[config.mk]
export PLATFORM = sky130hd
export DESIGN_NAME = ws2812b_tx_encoder
export DESIGN_NICKNAME = d
export VERILOG_FILES = /design/src/rtl/ws2812b_pkg.sv /design/src/rtl/ws2812b_phase_timer.sv /design/src/rtl/ws2812b_tx_encoder.sv
export SDC_FILE = /design/constraint.sdc
export NUM_CORES = 1
export LEC_CHECK = 0
export BUFFER_PORTS_ARGS = -buffer_cell sky130_fd_sc_hd__buf_2
export CAP_MARGIN = 20
export CORE_MARGIN = 2
export CORE_UTILIZATION = 35
export CTS_CLUSTER_DIAMETER = 40
export DETAILED_ROUTE_END_ITERATION = 8
export PLACE_DENSITY = 0.56
export SETUP_SLACK_MARGIN = 0.1
export SKIP_CTS_REPAIR_TIMING = 1
export SLEW_MARGIN = 20
export SYNTH_ARGS = -nofsm -noshare
export SYNTH_HDL_FRONTEND = slang
export SYNTH_HIERARCHICAL = 1
export SYNTH_SLANG_ARGS = --single-unit
[constraint.sdc]
create_clock -name clk -period 8.05 [get_ports clk]
set_input_delay 0.805 -clock clk [delete_from_list [all_inputs] [get_ports clk]]
set_output_delay 0.805 -clock clk [all_outputs]
set_load 0.005 [all_outputs]
[src/rtl/ws2812b_pkg.sv]
`default_nettype none
// ============================================================================
// ws2812b_pkg : shared FSM type, default widths and clamp minimums for the link
// Rev 1.0
// ============================================================================
package ws2812b_pkg;

  localparam int DEF_PIXEL_BITS = 24;
  localparam int DEF_TICK_W     = 16;

  // Minimum bit period and latch length, also used by the idle detector setup
  localparam int P_MIN = 2;
  localparam int L_MIN = 1;

  typedef enum logic [1:0] {
    ST_IDLE  = 2'd0,
    ST_HIGH  = 2'd1,
    ST_LOW   = 2'd2,
    ST_LATCH = 2'd3
  } tx_state_t;

endpackage
`default_nettype wire

[src/rtl/ws2812b_phase_timer.sv]
`default_nettype none
// ============================================================================
// ws2812b_phase_timer : loadable down-counter, phase_end high in a phase's last cycle
// Rev 1.0
// ============================================================================
module ws2812b_phase_timer
  import ws2812b_pkg::*;
#(
  parameter int TICK_W = DEF_TICK_W
) (
  input  logic              clk,
  input  logic              reset,
  input  logic              load,
  input  logic [TICK_W-1:0] length,
  output logic              phase_end
);

  localparam logic [TICK_W-1:0] C_ONE = TICK_W'(1);

  logic [TICK_W-1:0] r_cnt;

  // Counter holds at zero between phases, so phase_end cannot fire spuriously
  always_ff @(posedge clk) begin
    if (reset) begin
      r_cnt <= '0;
    end else if (load) begin
      r_cnt <= length;
    end else if (r_cnt != '0) begin
      r_cnt <= r_cnt - C_ONE;
    end
  end

  assign phase_end = (r_cnt == C_ONE);

endmodule
`default_nettype wire

[src/rtl/ws2812b_tx_encoder.sv]
`default_nettype none
// ============================================================================
// ws2812b_tx_encoder : WS2812B pixel serialiser; WS2812B_TX_RGB_REORDER_EN maps {R,G,B} to GRB
// Rev 1.0
// ============================================================================
module ws2812b_tx_encoder
  import ws2812b_pkg::*;
#(
  parameter int PIXEL_BITS = DEF_PIXEL_BITS,
  parameter int TICK_W     = DEF_TICK_W
) (
  input  logic                  clk,
  input  logic                  reset,
  input  logic [PIXEL_BITS-1:0] pixel_data,
  input  logic                  pixel_last,
  input  logic                  pixel_valid,
  output logic                  pixel_ready,
  input  logic [TICK_W-1:0]     t0h_ticks,
  input  logic [TICK_W-1:0]     t1h_ticks,
  input  logic [TICK_W-1:0]     bit_ticks,
  input  logic [TICK_W-1:0]     latch_ticks,
  output logic                  dout,
  output logic                  busy,
  output logic                  frame_done,
  output logic                  underrun
);

  localparam int                CNT_W     = $clog2(PIXEL_BITS);
  localparam int                MSB       = PIXEL_BITS - 1;
  localparam logic [CNT_W-1:0]  C_CNT_TOP = CNT_W'(PIXEL_BITS - 1);
  localparam logic [TICK_W-1:0] C_ONE     = TICK_W'(1);
  localparam logic [TICK_W-1:0] C_P_MIN   = TICK_W'(P_MIN);
  localparam logic [TICK_W-1:0] C_L_MIN   = TICK_W'(L_MIN);

  function automatic logic [TICK_W-1:0] clamp_high(input logic [TICK_W-1:0] t,
                                                   input logic [TICK_W-1:0] p);
    if (t == '0)     return C_ONE;
    else if (t >= p) return p - C_ONE;
    else             return t;
  endfunction

  tx_state_t             r_state, w_state_next;
  logic [PIXEL_BITS-1:0] r_shift, w_shift_next, w_pixel_wire;
  logic [CNT_W-1:0]      r_bit_cnt, w_bit_cnt_next;
  logic                  r_last, w_last_next;
  logic [TICK_W-1:0]     r_p, r_h0, r_h1, r_l;
  logic [TICK_W-1:0]     w_p_in, w_h0_in, w_h1_in, w_l_in, w_h_cur;
  logic                  w_tmr_load, w_phase_end;
  logic [TICK_W-1:0]     w_tmr_len;

`ifdef WS2812B_TX_RGB_REORDER_EN
  assign w_pixel_wire = {pixel_data[15:8], pixel_data[23:16], pixel_data[7:0]};
`else
  assign w_pixel_wire = pixel_data;
`endif

  // Clamped view of the live timing inputs; only captured on a frame start
  assign w_p_in  = (bit_ticks < C_P_MIN) ? C_P_MIN : bit_ticks;
  assign w_h0_in = clamp_high(t0h_ticks, w_p_in);
  assign w_h1_in = clamp_high(t1h_ticks, w_p_in);
  assign w_l_in  = (latch_ticks < C_L_MIN) ? C_L_MIN : latch_ticks;
  assign w_h_cur = r_shift[MSB] ? r_h1 : r_h0;

  ws2812b_phase_timer #(
    .TICK_W (TICK_W)
  ) u_phase_timer (
    .clk       (clk),
    .reset     (reset),
    .load      (w_tmr_load),
    .length    (w_tmr_len),
    .phase_end (w_phase_end)
  );

  always_comb begin
    w_state_next   = r_state;
    w_shift_next   = r_shift;
    w_bit_cnt_next = r_bit_cnt;
    w_last_next    = r_last;
    w_tmr_load     = 1'b0;
    w_tmr_len      = '0;
    pixel_ready    = 1'b0;
    frame_done     = 1'b0;
    underrun       = 1'b0;
    case (r_state)
      ST_IDLE: begin
        pixel_ready = 1'b1;
        if (pixel_valid) begin
          w_shift_next   = w_pixel_wire;
          w_bit_cnt_next = C_CNT_TOP;
          w_last_next    = pixel_last;
          w_state_next   = ST_HIGH;
          w_tmr_load     = 1'b1;
          w_tmr_len      = w_pixel_wire[MSB] ? w_h1_in : w_h0_in;
        end
      end
      ST_HIGH: begin
        if (w_phase_end) begin
          w_state_next = ST_LOW;
          w_tmr_load   = 1'b1;
          w_tmr_len    = r_p - w_h_cur;
        end
      end
      ST_LOW: begin
        if (w_phase_end) begin
          if (r_bit_cnt != '0) begin
            w_shift_next   = {r_shift[MSB-1:0], 1'b0};
            w_bit_cnt_next = r_bit_cnt - CNT_W'(1);
            w_state_next   = ST_HIGH;
            w_tmr_load     = 1'b1;
            w_tmr_len      = w_shift_next[MSB] ? r_h1 : r_h0;
          end else if (r_last) begin
            w_state_next = ST_LATCH;
            w_tmr_load   = 1'b1;
            w_tmr_len    = r_l;
          end else begin
            // Follower pixel is taken in the very last LOW cycle so the stream stays gap-free
            pixel_ready = 1'b1;
            if (pixel_valid) begin
              w_shift_next   = w_pixel_wire;
              w_bit_cnt_next = C_CNT_TOP;
              w_last_next    = pixel_last;
              w_state_next   = ST_HIGH;
              w_tmr_load     = 1'b1;
              w_tmr_len      = w_pixel_wire[MSB] ? r_h1 : r_h0;
            end else begin
              underrun     = ~reset;
              w_state_next = ST_IDLE;
            end
          end
        end
      end
      ST_LATCH: begin
        if (w_phase_end) begin
          frame_done   = ~reset;
          w_state_next = ST_IDLE;
        end
      end
      default: w_state_next = ST_IDLE;
    endcase
  end

  always_ff @(posedge clk) begin
    if (reset) begin
      r_state   <= ST_IDLE;
      r_shift   <= '0;
      r_bit_cnt <= '0;
      r_last    <= 1'b0;
      r_p       <= '0;
      r_h0      <= '0;
      r_h1      <= '0;
      r_l       <= '0;
      dout      <= 1'b0;
    end else begin
      r_state   <= w_state_next;
      r_shift   <= w_shift_next;
      r_bit_cnt <= w_bit_cnt_next;
      r_last    <= w_last_next;
      dout      <= (w_state_next == ST_HIGH);
      if (r_state == ST_IDLE && pixel_valid) begin
        r_p  <= w_p_in;
        r_h0 <= w_h0_in;
        r_h1 <= w_h1_in;
        r_l  <= w_l_in;
      end
    end
  end

  assign busy = (r_state != ST_IDLE);

endmodule
`default_nettype wire
==> results_dict.tcl, run 1 <==
set metrics [dict create \
    power.leakage_nw 3.56 \
    syn_nets 1122 \
    grt_start_max_net_pins 62 \
    post-route-period-util_pct 57.5 \
    firstDrtPassIters 5 \
    cp_max_fo 15 \
    hp-class "reg2reg" \
    diodes 0 \
    die-area_sq_um 23200 \
    grt_pass1_vias 7228 \
    synthArstFlopShare_pct 0 \
    die_y_um 152 \
    ff_latch_area_sq_um 2260 \
    startpoint_type "register" \
    synthXorXnorAreaFrac_pct 2.95 \
    grt_first_pass_wirelength_um 40300 \
    vias 7503 \
    overflow 0 \
    place_hpwl_um 18400 \
    worstPathRequired_ns 8.39 \
    antenna_found_initial 0 \
    synth_cell_types 75 \
    cp.arrival_ns 4.97 \
    synth_warnings 6 \
    synth_seq_cells 113 \
    synth_top_area_share_pct 29.3 \
    synth-simple-area-share_pct 24.2 \
    initial_core_util_pct 35.5 \
    tns_ns 0 \
    insertion_delay_ns 0.42 \
    clk_pin_slew_ns 0.06 \
    maxSlewHeadroom_pct 25.5 \
    synth_area_sq_um 7710 \
    tightestPinTransition_ns 1.11 \
    cts_root_buf "clkbuf_16" \
    core_sq_um 21800 \
    synth_top_cells_by_count "nor2_1 (136), dfxtp_1 (113), nand2_1 (99), a21oi_1 (69), o21ai_0 (56)" \
    grt_use_total_pct 21.7 \
    synth_fa_ha_area_share_pct 8.53 \
    critPathCaptureType "register" \
    cts_buffers 17 \
    seq_area_frac_synth_pct 29.3 \
    critPathTopFamily "simple AND/OR/NAND/NOR gates" \
    path_class "reg2reg" \
    port-buffer-count 96 \
    wl_um 25400 \
    drt_iter0_markers 654 \
    avgSynthCellArea_sq_um 7.89 \
    yosysTopAreaCell "dfxtp_1" \
    ant_nets 0 \
    ys_top_cells_by_area "dfxtp_1 (29%), ha_1 (8.3%), nor2_1 (6.6%), nand2_1 (4.8%), a211oi_1 (4.6%)" \
    num-fill-cells 2268 \
    yosysMostFrequentCell "nor2_1" \
    total_power_mw 2.02 \
    muxShareOfSynthArea_pct 6.47 \
    cts_buffer_depth 2 \
    worst-path-buf-inv 1 \
    synth_cells 978 \
    worstPathCellList "nor4_2, nand2_1, nor2_1, nand2_1, nor2_1, or3_1, inv_1, nor2_1, nand2_1, o21ai_0" \
    rsz0062_at_grt "no" \
    setup_viol 0 \
    cts_tree "done" \
    rows 54 \
    cts_sinks 113 \
    areaGrowthSynthToFinish_pct 16.4 \
    num_io_pins 97 \
    synth_compound_area_share_pct 23.8 \
    vdd_ir_drop_max_mv 0.169 \
    nets 1188 \
    synth_ff_type "dfxtp_1" \
    avgViaCountPerCell 5.61 \
    drive_gt1_share_pct 17.0 \
    post-route-min-period_ns 4.63 \
    multi_input_area_sq_um 5100 \
    place_congestion 0.927 \
    synth_edf_count 0 \
    status "completed" \
    cts_max_level 4 \
    detail_route.wl_per_cell_um 19.0 \
    hold_viol 0 \
    synth_top_family_by_area "simple AND/OR/NAND/NOR gates" \
    cp_slowest_cell "nor2_1" \
    clock_skew_ns 0.00759 \
    cpPeakStageDelay_ns 0.87 \
    max_freq_mhz 216 \
    drc 0 \
    finalMaxSlewViolations 0 \
    die_w_um 152 \
    p_per_area_nw_per_um2 225 \
    drv_cap 0 \
]
==> cells in the final DEF, fill, tap and decap left out, drive strengths merged, types with 5 or more instances in the layout <==
cell type  instances
a211oi            49
a21oi             69
a221o              6
a22oi             14
buf              104
clkbuf            20
clkinvlp           5
dfxtp            113
ha                51
inv               36
mux2              15
mux2i             33
nand2            103
nand2b             8
nand3             10
nand3b            25
nand4              9
nor2             136
nor2b              7
nor3              24
nor4              26
o21a               5
o21ai             64
o221ai            19
o22ai              9
or3                5
xnor2             18
xor2               8
==> worst paths after layout <==
kind,start,end,slack [ns],cells past startpoint
worst min register to register,r_l[5],r_l[5],0.45,2
worst min-delay path,r_l[5],r_l[5],0.45,2
worst max register to register,u_phase_timer/r_cnt[8],u_phase_timer/r_cnt[9],3.42,10
worst max-delay path,u_phase_timer/r_cnt[8],u_phase_timer/r_cnt[9],3.42,10
==> metal layers <==
layer	vias to the layer above	wire, um	track usage [%]
li1	3739	-	-
met1	3523	11900	30.2
met2	199	11600	34.1
met3	42	1260	4.12
met4	0	567	7.10
met5	-	0	0
==> through the flow <==
step	util, %	area (sq um)	worst slack (ns)	cells	hold WS (ns)
2_1_floorplan	-	7710	4.07	978	0.429
3_3_place_gp	38.6	8390	3.26	1305	0.440
3_5_place_dp	38.6	8390	3.25	1305	0.450
4_1_cts	41.3	8980	3.60	1337	0.457
5_1_grt	41.3	8980	3.09	1337	0.480
6_report	41.3	8980	3.42	1337	0.453
==> kinds of logic after synthesis <==
group           count (synthesis)
simple gates                  373
buf+inv                        92
compound gates                274
flops                         113
fa+ha+maj                      52
mux                            48
xor+xnor                       26
==> worst register-to-register path: stages (launching register included) <==
cell     delay (ns)
dfxtp_1        0.35
nor4_2         0.77
nand2_1        0.24
nor2_1         0.47
nand2_1        0.17
nor2_1         0.87
or3_1          0.62
inv_1          0.30
nor2_1         0.53
nand2_1        0.13
o21ai_0        0.10
==> layout make-up <==
type,count,share of cell area [%]
Multi-Input combinational cell,773,56.8
Sequential cell,113,25.2
Timing Repair Buffer,104,6.05
Clock buffer,20,5.09
Tap cell,280,3.90
Clock inverter,12,1.49
Inverter,35,1.46
==> where the power goes <==
part	switching, mW	total [mW]	internal (mW)
clock network	0.291	0.763	0.472
registers	0.0551	0.674	0.619
logic	0.352	0.581	0.229
==> sequential cells by signal, indices dropped and copies added, names as in the netlist <==
signal / cells
dout: 1
r_bit_cnt: 5
r_h0: 16
r_h1: 16
r_l: 16
r_last: 1
r_p: 16
r_shift: 24
r_state: 2
u_phase_timer/r_cnt: 16
(Power assumes the default switching activity.)
==> inputs of run 2 (changes only) <==
==> constraint.sdc (replaced) <==
create_clock -name clk -period 4.4 [get_ports clk]
set_input_delay 0.44 -clock clk [delete_from_list [all_inputs] [get_ports clk]]
set_output_delay 0.44 -clock clk [all_outputs]
set_load 0.005 [all_outputs]
==> run 2 against run 1 <==
Global-route usage about the same. Flip-flop and latch count is the same. Die area unchanged. Critical path type is now in2reg. Non-clock buffer count is 12 higher. First-iteration DRC count down 27%. Sequential power is 84% higher. Sequential share of layout area shrank 0.46 points. Hold slack lost 0.18 ns.
==> results_dict.tcl, run 2 (synthesis results as in run 1) <==
set metrics [dict create \
    cts_buffer_depth 2 \
    p_per_area_nw_per_um2 419 \
    hold_viol 0 \
    tns_ns 0 \
    final_core_util_pct 42.0 \
    worst-path-buf-inv 3 \
    avgViaCountPerCell 5.62 \
    grt_start_max_net_pins 68 \
    cts_sinks 113 \
    place_hpwl_um 18900 \
    num_io_pins 97 \
    drive_gt1_share_pct 18.0 \
    initial_core_util_pct 35.5 \
    drv_cap 0 \
    vdd_ir_drop_max_mv 0.289 \
    post-route-period-util_pct 84.2 \
    final_common_cell "nor2_1" \
    rows 54 \
    die_w_um 152 \
    drt_iter0_markers 480 \
    grt_use_total_pct 21.8 \
    top_register "r_shift" \
    areaGrowthSynthToFinish_pct 18.6 \
    maxSlewHeadroom_pct 34.7 \
    insertion_delay_ns 0.42 \
    post-route-min-period_ns 3.71 \
    final_area_sq_um 9150 \
    worstPathCellList "buf_2, nor4_4, nand2_2, or3_4, nand2_2, inv_1, ha_1, nor2b_1, o21ai_0, a21oi_1, nor4_1, o22ai_2, buf_12, mux2_2, a221oi_1, o21ai_1, nor2_1, nor3_1" \
    nets 1200 \
    status "completed" \
    cpMostUsedCell "nand2_2" \
    cts_max_level 4 \
    clock_skew_ns 0.0124 \
    setup_viol 0 \
    critPathCaptureType "register" \
    cp_slowest_cell "or3_4" \
    place_area_sq_um 8500 \
    power.leakage_nw 3.67 \
    clk_pin_slew_ns 0.05 \
    path_class "in2reg" \
    antenna_found_initial 1 \
    ant_nets 0 \
    overflow 0 \
    vias 7589 \
    cp.arrival_ns 3.96 \
    cts_root_buf "clkbuf_16" \
    tightestPinTransition_ns 0.980 \
    rsz0062_at_grt "no" \
    worstPathRequired_ns 4.66 \
    layout_common_cells "nor2_1 (136), dfxtp_1 (113), nand2_1 (98)" \
    place_congestion 0.956 \
    grt_pass1_vias 7383 \
    finalMaxSlewViolations 0 \
    startpoint_type "primary input" \
    cts_tree "done" \
    grt_first_pass_wirelength_um 40400 \
    final_cell_count_no_fill 1350 \
    dp_cells 1317 \
    drc 0 \
    core_sq_um 21800 \
    detail_route.wl_per_cell_um 19.0 \
    cp_max_fo 19 \
    cts_buffers 17 \
    largest_reg_flops 24 \
    cpPeakStageDelay_ns 0.42 \
    port-buffer-count 96 \
    max_freq_mhz 270 \
    die-area_sq_um 23200 \
    critPathTopFamily "simple AND/OR/NAND/NOR gates" \
    wl_um 25600 \
    firstDrtPassIters 5 \
    die_y_um 152 \
    hp-class "in2reg" \
]
==> run 2: final cells by class <==
type	instances	area [sq um]
fill	2283	12600
sequential	113	2260
tap	280	350
clock inverter	14	204
inverter	35	131
timing repair buffer	116	658
antenna	1	2.50
clock buffer	18	439
multi-input combinational	773	5100
==> run 2: per-stage QoR <==
step	power (mW)	worst slack, ns	hold WS, ns
floorplan	1.99	0.780	0.429
global placement	2.32	0.385	0.456
detailed placement	2.32	0.318	0.461
CTS	3.84	0.744	0.264
global route	4.04	0.450	0.276
finish	3.83	0.693	0.275
==> run 2: worst paths after layout <==
| kind | start | depth (start not counted) | slack, ns | end |
|---|---|---|---|---|
| setup reg to reg | r_shift[23] | 14 | 0.92 | u_phase_timer/r_cnt[14] |
| hold reg to reg | r_l[1] | 2 | 0.46 | r_l[1] |
| setup / recovery | bit_ticks[4] | 18 | 0.69 | u_phase_timer/r_cnt[8] |
| hold / removal | latch_ticks[3] | 3 | 0.27 | r_l[3] |
==> run 2: tightest hold or removal path: stages <==
cell and delay, ns:
buf_2 0.10, nand2_1 0.05, a21oi_1 0.05
==> run 2: layer usage <==
layer	track usage, %	share of wire (%)	up-vias
met5	0	0	-
met4	6.79	2.3	0
met3	3.98	4.3	42
met2	35.9	47	206
met1	29.0	46	3584
li1	-	-	3757
==> run 2: power breakdown <==
group / internal (mW) / leakage, nW / switching (mW)
logic: 0.439 / 2.42 / 0.645
clock network: 0.973 / 0.309 / 0.540
registers: 1.13 / 0.932 / 0.105
total: 2.55 / 3.67 / 1.29
